===== config.mk =====
export PLATFORM = sky130hd
export DESIGN_NAME = mul_tree_sched
export DESIGN_NICKNAME = d
export VERILOG_FILES = /design/src/rtl/mul_tree_sched.sv
export SDC_FILE = /design/constraint.sdc
export NUM_CORES = 2
export LEC_CHECK = 0
export BUFFER_PORTS_ARGS = -buffer_cell sky130_fd_sc_hd__buf_2
export CAP_MARGIN = 20
export CELL_PAD_IN_SITES_DETAIL_PLACEMENT = 2
export CELL_PAD_IN_SITES_GLOBAL_PLACEMENT = 2
export CORE_UTILIZATION = 40
export DETAILED_ROUTE_END_ITERATION = 12
export PLACE_DENSITY_LB_ADDON = 0.1
export SLEW_MARGIN = 10
export SYNTH_ARGS = -nofsm -noshare
export SYNTH_HDL_FRONTEND = slang
export SYNTH_SLANG_ARGS = --single-unit
export TNS_END_PERCENT = 5

===== constraint.sdc =====
create_clock -name clk -period 10 [get_ports clk]
set_input_delay 2 -clock clk [delete_from_list [all_inputs] [get_ports clk]]
set_output_delay 2 -clock clk [all_outputs]
set_load 0.02 [all_outputs]

===== src/rtl/mul_tree_sched.sv =====
// Round-robin scheduler sharing one non-stallable pipelined multiplier among NREQ requesters.
// Each requester holds credits (in-flight + buffered) so every returning product has a FIFO slot.
module mul_tree_sched #(
  parameter int NREQ   = 4,
  parameter int RDEPTH = 4,
  parameter int TW     = $clog2(NREQ)
) (
  input  logic               clk,
  input  logic               rst,
  input  logic [NREQ-1:0]    req_valid,
  output logic [NREQ-1:0]    req_ready,
  input  logic [32*NREQ-1:0] req_a,
  input  logic [32*NREQ-1:0] req_b,
  input  logic [NREQ-1:0]    req_signed,
  output logic               mul_valid,
  output logic [31:0]        mul_a,
  output logic [31:0]        mul_b,
  output logic               mul_signed,
  output logic [TW-1:0]      mul_tag,
  input  logic               res_valid,
  input  logic [63:0]        res_data,
  input  logic [TW-1:0]      res_tag,
  output logic [NREQ-1:0]    rsp_valid,
  input  logic [NREQ-1:0]    rsp_ready,
  output logic [64*NREQ-1:0] rsp_data,
  output logic               err
);

  // Valid/ready: a transfer happens on a rising edge where valid and ready are both high;
  // req_ready is combinational from registered credit/pointer state, res_* can never be stalled.
  localparam int AW = $clog2(RDEPTH);
  localparam int PW = AW + 1;
  localparam int CW = $clog2(RDEPTH + 1);
  localparam logic [CW-1:0] CMAX = CW'(RDEPTH);

  logic [CW-1:0] r_cnt  [NREQ];
  logic [CW-1:0] r_infl [NREQ];
  logic [PW-1:0] r_wptr [NREQ];
  logic [PW-1:0] r_rptr [NREQ];
  logic [63:0]   r_mem  [NREQ][RDEPTH];
  logic [TW-1:0] r_ptr;
  logic          r_mul_valid;
  logic [31:0]   r_mul_a;
  logic [31:0]   r_mul_b;
  logic          r_mul_signed;
  logic [TW-1:0] r_mul_tag;
  logic          r_err;

  logic [NREQ-1:0] w_elig;
  logic [NREQ-1:0] w_grant;
  logic [NREQ-1:0] w_pop;
  logic [NREQ-1:0] w_wr;
  logic            w_hs;
  logic            w_res_ok;
  logic [TW-1:0]   w_gidx;
  logic [31:0]     w_sel_a;
  logic [31:0]     w_sel_b;
  logic            w_sel_signed;

  always_comb begin
    w_elig = '0;
    for (int i = 0; i < NREQ; i++) begin
      w_elig[i] = req_valid[i] && (r_cnt[i] < CMAX);
    end
  end

  // First eligible index at or after r_ptr, wrapping; nothing is granted while in reset.
  always_comb begin
    int idx;
    idx          = 0;
    w_grant      = '0;
    w_hs         = 1'b0;
    w_gidx       = '0;
    w_sel_a      = '0;
    w_sel_b      = '0;
    w_sel_signed = 1'b0;
    for (int k = 0; k < NREQ; k++) begin
      idx = int'(r_ptr) + k;
      if (idx >= NREQ) idx = idx - NREQ;
      if (!w_hs && !rst && w_elig[idx]) begin
        w_hs         = 1'b1;
        w_grant[idx] = 1'b1;
        w_gidx       = TW'(idx);
        w_sel_a      = req_a[32*idx +: 32];
        w_sel_b      = req_b[32*idx +: 32];
        w_sel_signed = req_signed[idx];
      end
    end
  end

  // A result is only accepted for a known tag that has an op outstanding.
  always_comb begin
    w_wr     = '0;
    w_res_ok = 1'b0;
    for (int i = 0; i < NREQ; i++) begin
      w_wr[i] = res_valid && (res_tag == TW'(i)) && (r_infl[i] != '0);
      if (w_wr[i]) w_res_ok = 1'b1;
    end
  end

  always_comb begin
    rsp_valid = '0;
    rsp_data  = '0;
    for (int i = 0; i < NREQ; i++) begin
      rsp_valid[i] = (r_wptr[i] != r_rptr[i]);
      if (rsp_valid[i]) rsp_data[64*i +: 64] = r_mem[i][r_rptr[i][AW-1:0]];
    end
  end

  assign w_pop      = rsp_valid & rsp_ready;
  assign req_ready  = w_grant;
  assign mul_valid  = r_mul_valid;
  assign mul_a      = r_mul_a;
  assign mul_b      = r_mul_b;
  assign mul_signed = r_mul_signed;
  assign mul_tag    = r_mul_tag;
  assign err        = r_err;

  always_ff @(posedge clk) begin
    if (rst) begin
      r_ptr        <= '0;
      r_mul_valid  <= 1'b0;
      r_mul_a      <= '0;
      r_mul_b      <= '0;
      r_mul_signed <= 1'b0;
      r_mul_tag    <= '0;
      r_err        <= 1'b0;
      for (int i = 0; i < NREQ; i++) begin
        r_cnt[i]  <= '0;
        r_infl[i] <= '0;
        r_wptr[i] <= '0;
        r_rptr[i] <= '0;
      end
    end else begin
      r_mul_valid <= w_hs;
      if (w_hs) begin
        r_mul_a      <= w_sel_a;
        r_mul_b      <= w_sel_b;
        r_mul_signed <= w_sel_signed;
        r_mul_tag    <= w_gidx;
        r_ptr        <= (w_gidx == TW'(NREQ - 1)) ? '0 : w_gidx + 1'b1;
      end
      if (res_valid && !w_res_ok) r_err <= 1'b1;
      for (int i = 0; i < NREQ; i++) begin
        case ({w_grant[i], w_pop[i]})
          2'b10:   r_cnt[i] <= r_cnt[i] + CW'(1);
          2'b01:   r_cnt[i] <= r_cnt[i] - CW'(1);
          default: r_cnt[i] <= r_cnt[i];
        endcase
        case ({w_grant[i], w_wr[i]})
          2'b10:   r_infl[i] <= r_infl[i] + CW'(1);
          2'b01:   r_infl[i] <= r_infl[i] - CW'(1);
          default: r_infl[i] <= r_infl[i];
        endcase
        if (w_wr[i]) r_wptr[i] <= r_wptr[i] + PW'(1);
        if (w_pop[i]) r_rptr[i] <= r_rptr[i] + PW'(1);
      end
    end
  end

  // Storage needs no reset: entries are only visible between the reset pointers.
  always_ff @(posedge clk) begin
    for (int i = 0; i < NREQ; i++) begin
      if (!rst && w_wr[i]) r_mem[i][r_wptr[i][AW-1:0]] <= res_data;
    end
  end

endmodule


==> summary.txt <==
STA
  – Measured slew at the worst slew-check pin: 1.052 ns
  – Setup-failing EPs final: 0
  – Final worst path period need: 8.351 ns
  – WHS: ~0.46 ns
  – RSZ-0062 raised after global routing: no
  – Fmax: 0.1198 GHz
  – Skew final: 0.03894 ns
  – Final setup TNS: 0 ns
  – Relative slew slack: 0.2988
  – Number of hold violations in the final report: 0
  – Final worst-path cycle share: 0.8351
  – Slew Viols, Final: 0

Clock network
  – Post-CTS Hold Buffers: 0
  – CTS max path bufs: 3
  – CTS resizes: 0
  – Root buffer cell: clkbuf_16
  – CTS H-tree depth: 4
  – Cts bufs inserted: 130
  – Clock sink total: 1143
  – Skew-Pair Late Insertion Delay: between 0.7 and 0.8 ns
  – Worst-path clk slew: roughly 0.050 ns
  – CTS tree: built
  – # Post-CTS Setup Buffers: 0

Pwr
  – Sw frac: 0.3356
  – Sequential Power Share: 0.373
  – Pwr per Cell Area: 244.0 nW/um2
  – Leak Pwr: between 20 and 25 nW
  – Combinational power share: 0.308
  – Max rail drop VDD: 0.0001894 V
  – Clock Power Share: 0.319
  – Switching power: 0.005035 W
  – Internal power: 0.009969 W

Global route
  – Initial antenna violation count: 45
  – Grt ovf: 0
  – GRT Util Overall: 0.2754
  – Number of global-route vias before repair: 36101
  – Largest net degree at the start of global routing: 156
  – First-pass GRT wire length: 261.8 mm

Route
  – Initial DRT Pass Iterations: 5
  – Via count: 32714
  – Post-route antenna net violation count: 0
  – Wire per inst: roughly 33 um
  – Residual DRC count: 0
  – DRT iter0 DRCs: ~2400
  – Vias per std cell: 5.922
  – Routed WL: 182.9 mm

Floorplan
  – Io pins: 670
  – Die area: ~130000 um2
  – Initial core utilization: 0.4027
  – Total core area: 129500 um2
  – Die W: 363.1 um
  – Num rows: 132
  – Die H: roughly 360 um

Synth
  – Cell taking the most area after synthesis: edfxtp_1
  – Asr flop ratio synth: 0
  – Post-synth cell types: 61
  – Yosys top cell area share: 0.6173
  – Yosys reg bits: 1143
  – Syn_nets: 3407
  – Top_reg_cell synth: edfxtp_1
  – Post-Synthesis Cells: around 3000
  – Largest cells by area after synthesis: edfxtp_1, mux4_2, nor2b_1, dfxtp_1, mux2_2
  – Syn avg cell area: 17.30 um2
  – Number of synthesized flops with an enable pin: around 1100
  – Ys Warns: 0
  – Register area share after synthesis: 0.6446
  – Cell area after synthesis: 52150 um2

Setup path
  – FF-to-FF Start: r_ptr[1]
  – Critical Path End Type: output pin
  – WP data arrival: 6.35 ns
  – Reg2reg setup slack: around 2.9 ns
  – Critical Path RT: 8.00 ns
  – Crit-path max FO: between 70 and 80
  – FF-to-FF path depth: 16
  – Worst Path Class, Setup: flip-flop to output pin
  – Terminus of the critical flop-to-flop path: r_infl[0][2]
  – Startpoint types: flip-flop

Min path
  – WHS Endpoint: mul_tag[1]
  – Hold Startpoint: mul_tag[1]
  – Worst Hold Path Cells: 2
  – Hold Path Class: flip-flop to flip-flop

Finish
  – Area grow syn2layout: 17.90%
  – Fillers: 12178
  – Fraction of layout cells with a size suffix above 1: 0.3705
  – Commonest non-fill, non-tap cells in the layout: edfxtp_1, buf_2, mux4_2, nor2b_1, nand2_1
  – Final nets: 4038
  – Commonest non-fill, non-tap cell in the layout: edfxtp_1
  – Final Instance Count excl. Fillers: 5524

Place
  – Routability cong.: 0.8151
  – Placed cells: 5255
  – Post-DP HPWL: 114.2 mm
  – Port Buffer Count: 669

Status
  – Status: finished, final reports clean

Run
  – Max cap viols: 0
==> state kept, by name, indices dropped and copies added (netlist names), named ones only <==
name	cells
err	1
mul_a	32
mul_b	32
mul_signed	1
mul_tag	2
mul_valid	1
r_cnt	12
r_infl	12
r_mem	1024
r_ptr	1
r_rptr	12
r_wptr	12
==> final cells by class <==
type | count | area, um2 | area share
well taps | 1742 | 2180 | 0.03545
diodes | 30 | 75.07 | 0.001221
multi-input cells | 1611 | 17520 | 0.2849
repair buffers | 722 | 3761 | 0.06117
inverters | 38 | 142.6 | 0.002320
clock buffers | 162 | 3436 | 0.05588
flip-flops and latches | 1143 | 33620 | 0.5468
clock inverters | 76 | 750.7 | 0.01221
==> critical path: stages (launching register included) <==
cell and delay [ns]:
dfxtp_4 0.87, clkinv_1 0.64, ha_4 0.90, buf_4 0.69
inv_1 0.21, o31ai_2 0.63, nor2_1 0.13, nor2b_1 0.67
a22o_1 0.26, a221o_1 0.25, buf_2 0.22
==> per-layer routing <==
| metal | wire, um | global-route usage | vias up |
|---|---|---|---|
| li1 | - | - | 13549 |
| met1 | 70230 | 0.3298 | 17818 |
| met2 | 96360 | 0.4924 | 1090 |
| met3 | 12240 | 0.06537 | 231 |
| met4 | 3905 | 0.07678 | 26 |
| met5 | 178 | 0 | - |
==> worst max-delay path by stage <==
stage	from	to	depth (start not counted)
2_1_floorplan	req_valid[3]	req_ready[0]	7
3_3_place_gp	r_ptr[1]	req_ready[0]	10
3_5_place_dp	r_ptr[1]	req_ready[0]	10
4_1_cts	r_ptr[1]	req_ready[0]	10
5_1_grt	r_ptr[1]	req_ready[0]	10
6_report	r_ptr[1]	req_ready[0]	10
==> power by group through the flow <==
| stage | logic, W | registers, W | clock network (W) |
|---|---|---|---|
| 2_1_floorplan | 0.00319 | 0.00566 | 0 |
| 3_3_place_gp | 0.00445 | 0.00568 | 0 |
| 3_5_place_dp | 0.00465 | 0.00570 | 0 |
| 4_1_cts | 0.00468 | 0.00560 | 0.00489 |
| 5_1_grt | 0.00496 | 0.00562 | 0.00502 |
| 6_report | 0.00462 | 0.00560 | 0.00478 |
==> stage by stage <==
step	util	total power, W	setup slack, ns	cell area (um2)
floorplan	-	0.008851	4.342	52150
global placement	0.4419	0.01013	2.666	57210
detailed placement	0.4419	0.01035	2.317	57210
CTS	0.4742	0.01517	1.462	61400
global route	0.4747	0.01560	1.166	61460
finish	0.4748	0.01500	1.649	61480
==> Yosys cell counts, types with 21 or more instances <==
master and count:
o21ai_1 56, mux2i_1 70, nor2_1 93, ha_1 52
mux4_2 391, clkbuf_1 129, nor3_1 51, nor2b_1 325
inv_1 37, nand2_1 152, xor2_1 22, a221o_1 63
mux2_2 63, edfxtp_1 1072, buf_2 49, a2111oi_0 59
dfxtp_1 71, a221oi_1 63, and3_1 21
==> cell families (layout without fill, tap and decap cells) <==
| kind of cell | after synthesis | in the layout | share of synthesized area |
|---|---|---|---|
| muxes | 524 | 524 | 0.1959 |
| buffers and inverters | 261 | 998 | 0.02258 |
| other | 0 | 30 | 0 |
| xor gates and xnor gates | 33 | 33 | 0.005542 |
| and+or+nand+nor | 690 | 690 | 0.07064 |
| AOI/OAI and AO/OA | 309 | 309 | 0.04715 |
| DFF | 1143 | 1143 | 0.6446 |
| adders and majority gates | 55 | 55 | 0.01363 |
Note: power is estimated with default switching activity, not from simulation.
